## config.mk

```make
export PLATFORM = sky130hd
export DESIGN_NAME = rename_alias_table
export DESIGN_NICKNAME = d
export VERILOG_FILES = /design/src/rtl/rename_alias_table.sv
export SDC_FILE = /design/constraint.sdc
export NUM_CORES = 2
export LEC_CHECK = 0
export BUFFER_PORTS_ARGS = -buffer_cell sky130_fd_sc_hd__buf_2
export CAP_MARGIN = 30
export CORE_MARGIN = 2
export CORE_UTILIZATION = 40
export CTS_CLUSTER_DIAMETER = 80
export DETAILED_ROUTE_END_ITERATION = 10
export SYNTH_ARGS = -nofsm -noshare
export SYNTH_HDL_FRONTEND = slang
export SYNTH_SLANG_ARGS = --single-unit
```

## constraint.sdc

```tcl
create_clock -name clk -period 3.5 [get_ports clk]
set_input_delay 0.35 -clock clk [delete_from_list [all_inputs] [get_ports clk]]
set_output_delay 0.35 -clock clk [all_outputs]
set_load 0.01 [all_outputs]
```

## src/rtl/rename_alias_table.sv

```systemverilog
// Four-wide register alias table: renames up to four instructions per cycle,
// keeps a committed map that restores the speculative map on flush.
// Ports: stall/flush control, per-slot arch indices and free PRs in,
// registered src/dst/old_dst PRs and ren_vld out, pr_need_inst_out to the
// free list, commit mappings in, rat_stall out.
// Option: RAT_FL_EMPTY_STALL_EN blocks renaming while the free list is empty.
module rename_alias_table #(
   parameter int AR_W = 4,
   parameter int PR_W = 6
) (
   input  logic              clk,
   input  logic              rst_n,
   input  logic              stall,
   input  logic              flush,
   input  logic [3:0]        inst_vld,
   input  logic [3:0]        dst_wr,
   input  logic [4*AR_W-1:0] src1_arch,
   input  logic [4*AR_W-1:0] src2_arch,
   input  logic [4*AR_W-1:0] dst_arch,
   input  logic [4*PR_W-1:0] pr_num_in,
   input  logic              list_empty,
   output logic [3:0]        pr_need_inst_out,
   input  logic [3:0]        cmt_vld,
   input  logic [4*AR_W-1:0] cmt_arch,
   input  logic [4*PR_W-1:0] cmt_pr,
   output logic [3:0]        ren_vld,
   output logic [4*PR_W-1:0] src1_pr,
   output logic [4*PR_W-1:0] src2_pr,
   output logic [4*PR_W-1:0] dst_pr,
   output logic [4*PR_W-1:0] old_dst_pr,
   output logic              rat_stall
);
   localparam int NA = 1 << AR_W;

   logic [PR_W-1:0]   spec_q [NA];
   logic [PR_W-1:0]   spec_d [NA];
   logic [PR_W-1:0]   cmt_q  [NA];
   logic [PR_W-1:0]   cmt_d  [NA];
   logic [3:0]        vld_q;
   logic [4*PR_W-1:0] s1_q, s2_q, dp_q, od_q;
   logic [4*PR_W-1:0] s1_d, s2_d, dp_d, od_d;
   logic [PR_W-1:0]   new_pr [4];
   logic [3:0]        need;
   logic              blk;
   logic              fire;

   assign need = inst_vld & dst_wr;

`ifdef RAT_FL_EMPTY_STALL_EN
   assign blk = list_empty && (|need);
`else
   logic unused_list_empty;
   assign unused_list_empty = list_empty;
   assign blk = 1'b0;
`endif

   assign fire             = !stall && !flush && !blk;
   assign rat_stall        = blk;
   assign pr_need_inst_out = fire ? need : 4'b0000;

   // Compacted allocation: n-th needing slot takes the n-th free PR.
   always_comb begin
      int cnt;
      cnt = 0;
      for (int k = 0; k < 4; k++) begin
         new_pr[k] = pr_num_in[cnt*PR_W +: PR_W];
         if (need[k]) cnt = cnt + 1;
      end
   end

   // Map lookup with bypass from older writers in the group; scanning j
   // upward leaves the nearest older writer as the winner.
   always_comb begin
      logic [AR_W-1:0] a1, a2, ad;
      s1_d = '0;
      s2_d = '0;
      dp_d = '0;
      od_d = '0;
      for (int k = 0; k < 4; k++) begin
         a1 = src1_arch[k*AR_W +: AR_W];
         a2 = src2_arch[k*AR_W +: AR_W];
         ad = dst_arch[k*AR_W +: AR_W];
         s1_d[k*PR_W +: PR_W] = spec_q[a1];
         s2_d[k*PR_W +: PR_W] = spec_q[a2];
         od_d[k*PR_W +: PR_W] = spec_q[ad];
         for (int j = 0; j < 4; j++) begin
            if (j < k && need[j]) begin
               if (dst_arch[j*AR_W +: AR_W] == a1)
                  s1_d[k*PR_W +: PR_W] = new_pr[j];
               if (dst_arch[j*AR_W +: AR_W] == a2)
                  s2_d[k*PR_W +: PR_W] = new_pr[j];
               if (dst_arch[j*AR_W +: AR_W] == ad)
                  od_d[k*PR_W +: PR_W] = new_pr[j];
            end
         end
         if (need[k]) begin
            dp_d[k*PR_W +: PR_W] = new_pr[k];
         end else begin
            od_d[k*PR_W +: PR_W] = '0;
         end
      end
   end

   // Commit map, later slots win; flush copies it including this cycle's commits.
   always_comb begin
      for (int i = 0; i < NA; i++) begin
         cmt_d[i]  = cmt_q[i];
         spec_d[i] = spec_q[i];
      end
      for (int k = 0; k < 4; k++) begin
         if (cmt_vld[k])
            cmt_d[cmt_arch[k*AR_W +: AR_W]] = cmt_pr[k*PR_W +: PR_W];
      end
      if (flush) begin
         for (int i = 0; i < NA; i++) spec_d[i] = cmt_d[i];
      end else if (fire) begin
         for (int k = 0; k < 4; k++) begin
            if (need[k]) spec_d[dst_arch[k*AR_W +: AR_W]] = new_pr[k];
         end
      end
   end

   always_ff @(posedge clk or negedge rst_n) begin
      if (!rst_n) begin
         for (int i = 0; i < NA; i++) begin
            spec_q[i] <= PR_W'(i);
            cmt_q[i]  <= PR_W'(i);
         end
      end else begin
         for (int i = 0; i < NA; i++) begin
            spec_q[i] <= spec_d[i];
            cmt_q[i]  <= cmt_d[i];
         end
      end
   end

   always_ff @(posedge clk or negedge rst_n) begin
      if (!rst_n) begin
         vld_q <= '0;
         s1_q  <= '0;
         s2_q  <= '0;
         dp_q  <= '0;
         od_q  <= '0;
      end else if (fire) begin
         vld_q <= inst_vld;
         s1_q  <= s1_d;
         s2_q  <= s2_d;
         dp_q  <= dp_d;
         od_q  <= od_d;
      end else if (!stall) begin
         vld_q <= '0;
      end
   end

   assign ren_vld    = vld_q;
   assign src1_pr    = s1_q;
   assign src2_pr    = s2_q;
   assign dst_pr     = dp_q;
   assign old_dst_pr = od_q;
endmodule

```

==> metrics.txt <==
fill count=7737; antenna violations before repair=12; Die W=286.9 µm; critical path class=in -> reg; data arrival time of the critical path=3.44 ns; Unique masters post-synth=100; Hold Path Class=in -> reg; Initial DRC Count=6724; synth top area cells=mux4_2, dfrtp_1, dfstp_2, nand2_1, clkbuf_1; Port-buffer cells=231; Synth Instances=roughly 3600; Initial Utilization=0.4046; Clock Sinks=292; unrepaired setup endpoints after global routing=false; Die H=286.9 µm; CTS tree=done; clock skew=roughly 0.05 ns; post-route cell area=36380 µm²; max_cap viols=0; DP Area=34630 µm²; endpoint type of the worst setup path=flip-flop; final worst path period share=0.8392; share of the core filled with cells=0.4598; Die ar.=between 80000 and 90000 µm²; H-tree Lvls=2; root buffer cell=clkbuf_16; Hold Fails Final Rpt=0; Post-Syn Area=32010 µm²; GR Util All Layers=0.4219; startpoint types=input pin; Via Count=35900; pwr dens=517.0 nW/µm²; Post-CTS Setup Bufs=0; worst-margin pin slew=1.240 ns; NumNets Final=between 3000 and 4000; top cell type's share of synthesized area=0.2364; pin count of the biggest net entering global routing=69; CTS Buf Count=40; drt via density=between 7 and 8; Longest Clk Path Bufs=3; first-pass GRT wire length=roughly 250 mm; Area Overhead vs Synth=13.65%; fmax=340.4 MHz; Slew HR=0.1734; Syn Area/Cell=8.947 µm²; GRT overflow=0; Max VDD drop=323.3 µV; clock transition at the registers of the reported paths=0.06 ns; vias in the first global route=33380; Critical Path RT=roughly 4.0 ns; worst skew pair latency=0.63 ns; synthesis-stage register bit count=292; worst-path fanout max=17; row cnt=103; most frequent cell after synthesis=nand2_1; Final min period=approximately 2.9 ns; Async S/R FF share, synth=1.000; Min Hold Slack=approximately 0.079 ns; core area=roughly 79000 µm²; ys flop type=dfrtp_1; drt total wl=between 150 and 200 mm; GP Congestion=1.079; layout cell share with drive strength beyond 1=0.2870; top cells by count, synth=nand2_1, clkbuf_1, mux4_2, nor2_1, o21ai_0; final setup vio count=0; area leader, netlist=mux4_2; WL per Instance=37.69 µm; IO Count=234; max-slew violations=0; final HPWL from detailed placement=121.0 mm; Leakage=13.95 nW; post-synthesis sequential area ratio=0.2308; Mapped Nets=3713; number of synthesized flops with an enable pin=0; Antenna Nets Post-Route=0; yosys synthesis warning count=0; First-pass DRT Iterations=9; status=finished, final reports clean; drt drc=0
-- cell type report --
cell class	count	area [µm²]	share of cell area
diodes	5	12.51	0.0003439
clock buffers	49	1105	0.03037
clock inverters	25	402.9	0.01107
inverters	34	130.1	0.003577
multi-input cells	2801	22820	0.6271
flip-flops and latches	292	7387	0.2030
well taps	1050	1314	0.03611
repair buffers	461	3216	0.08838
-- metal layers --
| metal | global-route usage | up-vias | part of all wire |
|---|---|---|---|
| met2 | 0.5965 | 3530 | 0.41 |
| li1 | - | 13950 | - |
| met1 | 0.5186 | 17450 | 0.34 |
| met4 | 0.2853 | 8 | 0.090 |
| met5 | 0.004651 | - | 0.00031 |
| met3 | 0.1818 | 961 | 0.16 |
-- final timing paths --
check	start	depth (start not counted)	slack, ns	to
max in group asynchronous	rst_n	3	2.20	cmt_q[2]$_DFF_PN1_
worst min register to register	src1_pr[0]$_DFFE_PN0P_	2	0.47	src1_pr[0]$_DFFE_PN0P_
worst max register to register	spec_q[11]$_DFFE_PN0P_	4	0.86	src1_pr[11]$_DFFE_PN0P_
min in group asynchronous	rst_n	2	0.33	src2_pr[6]$_DFFE_PN0P_
worst max-delay path	inst_vld[1]	14	0.56	spec_q[64]$_DFFE_PN0P_
worst min-delay path	inst_vld[3]	3	0.08	ren_vld[3]$_DFFE_PN0P_
-- per-stage QoR --
| step | total power [mW] | cells | TNS [ns] | setup WS [ns] |
|---|---|---|---|---|
| 6_report | 18.81 | 4717 | 0 | 0.5627 |
| 5_1_grt | 19.06 | 4713 | 0 | 0.4296 |
| 4_1_cts | 18.05 | 4702 | 0 | 0.6231 |
| 3_5_place_dp | 13.31 | 4627 | -0.009114 | -0.007117 |
| 3_3_place_gp | 13.16 | 4624 | 0 | 0.009702 |
| 2_1_floorplan | 9.827 | 3578 | 0 | 0.02266 |
-- layout by cell type (no fill, tap or decap), drive strengths merged, types with 35 or more instances in the layout --
master,n
nand2,407
mux4,337
nor2,284
mux2,35
buf,459
o221ai,41
o211ai,58
nor2b,39
dfstp,64
dfrtp,228
and3,41
a31oi,47
nor3,71
a22oi,59
xnor2,45
a21oi,224
a211oi,85
o21ai,262
nand3,122
inv,36
clkbuf,50
mux2i,130
-- cell families after synthesis --
group	count (synthesis)	synth area share
and+or+nand+nor	1117	0.1631
AOI/OAI and AO/OA	1103	0.2341
muxes	502	0.2902
buffers and inverters	485	0.05968
DFF	292	0.2308
xor gates and xnor gates	72	0.01970
adders and majority gates	6	0.002345
other	1	0.0001171
-- critical path: stages --
cell and delay (ns):
buf_2 0.09, nand2_2 0.09, ha_4 0.30, and3b_4 0.21
nor2_4 0.13, inv_4 0.04, ha_2 0.18, ha_4 0.16
ha_4 0.31, nand2b_1 0.13, nor2_1 0.08, and3_1 0.21
or4_4 0.75, a2111oi_2 0.37
-- registers in the layout, indices dropped and copies added, names as in the netlist --
signal and count:
src1_pr 24, old_dst_pr 24, cmt_q 96, dst_pr 24, src2_pr 24, spec_q 96
ren_vld 4
-- report_power, final --
part / internal (mW) / switching [mW] / leakage [nW]
clock network: 2.82 / 1.93 / 0.733
registers: 4.24 / 2.21 / 3.49
logic: 3.61 / 4.00 / 9.72
total: 10.7 / 8.14 / 13.9
-- timing repair --
action | CTS | global route
endpoints found under the hold margin | 50 | 0
hold buffers | 1 | 0
resized for setup | 0 | 0
No activity file was read; power rests on OpenSTA's default activity.
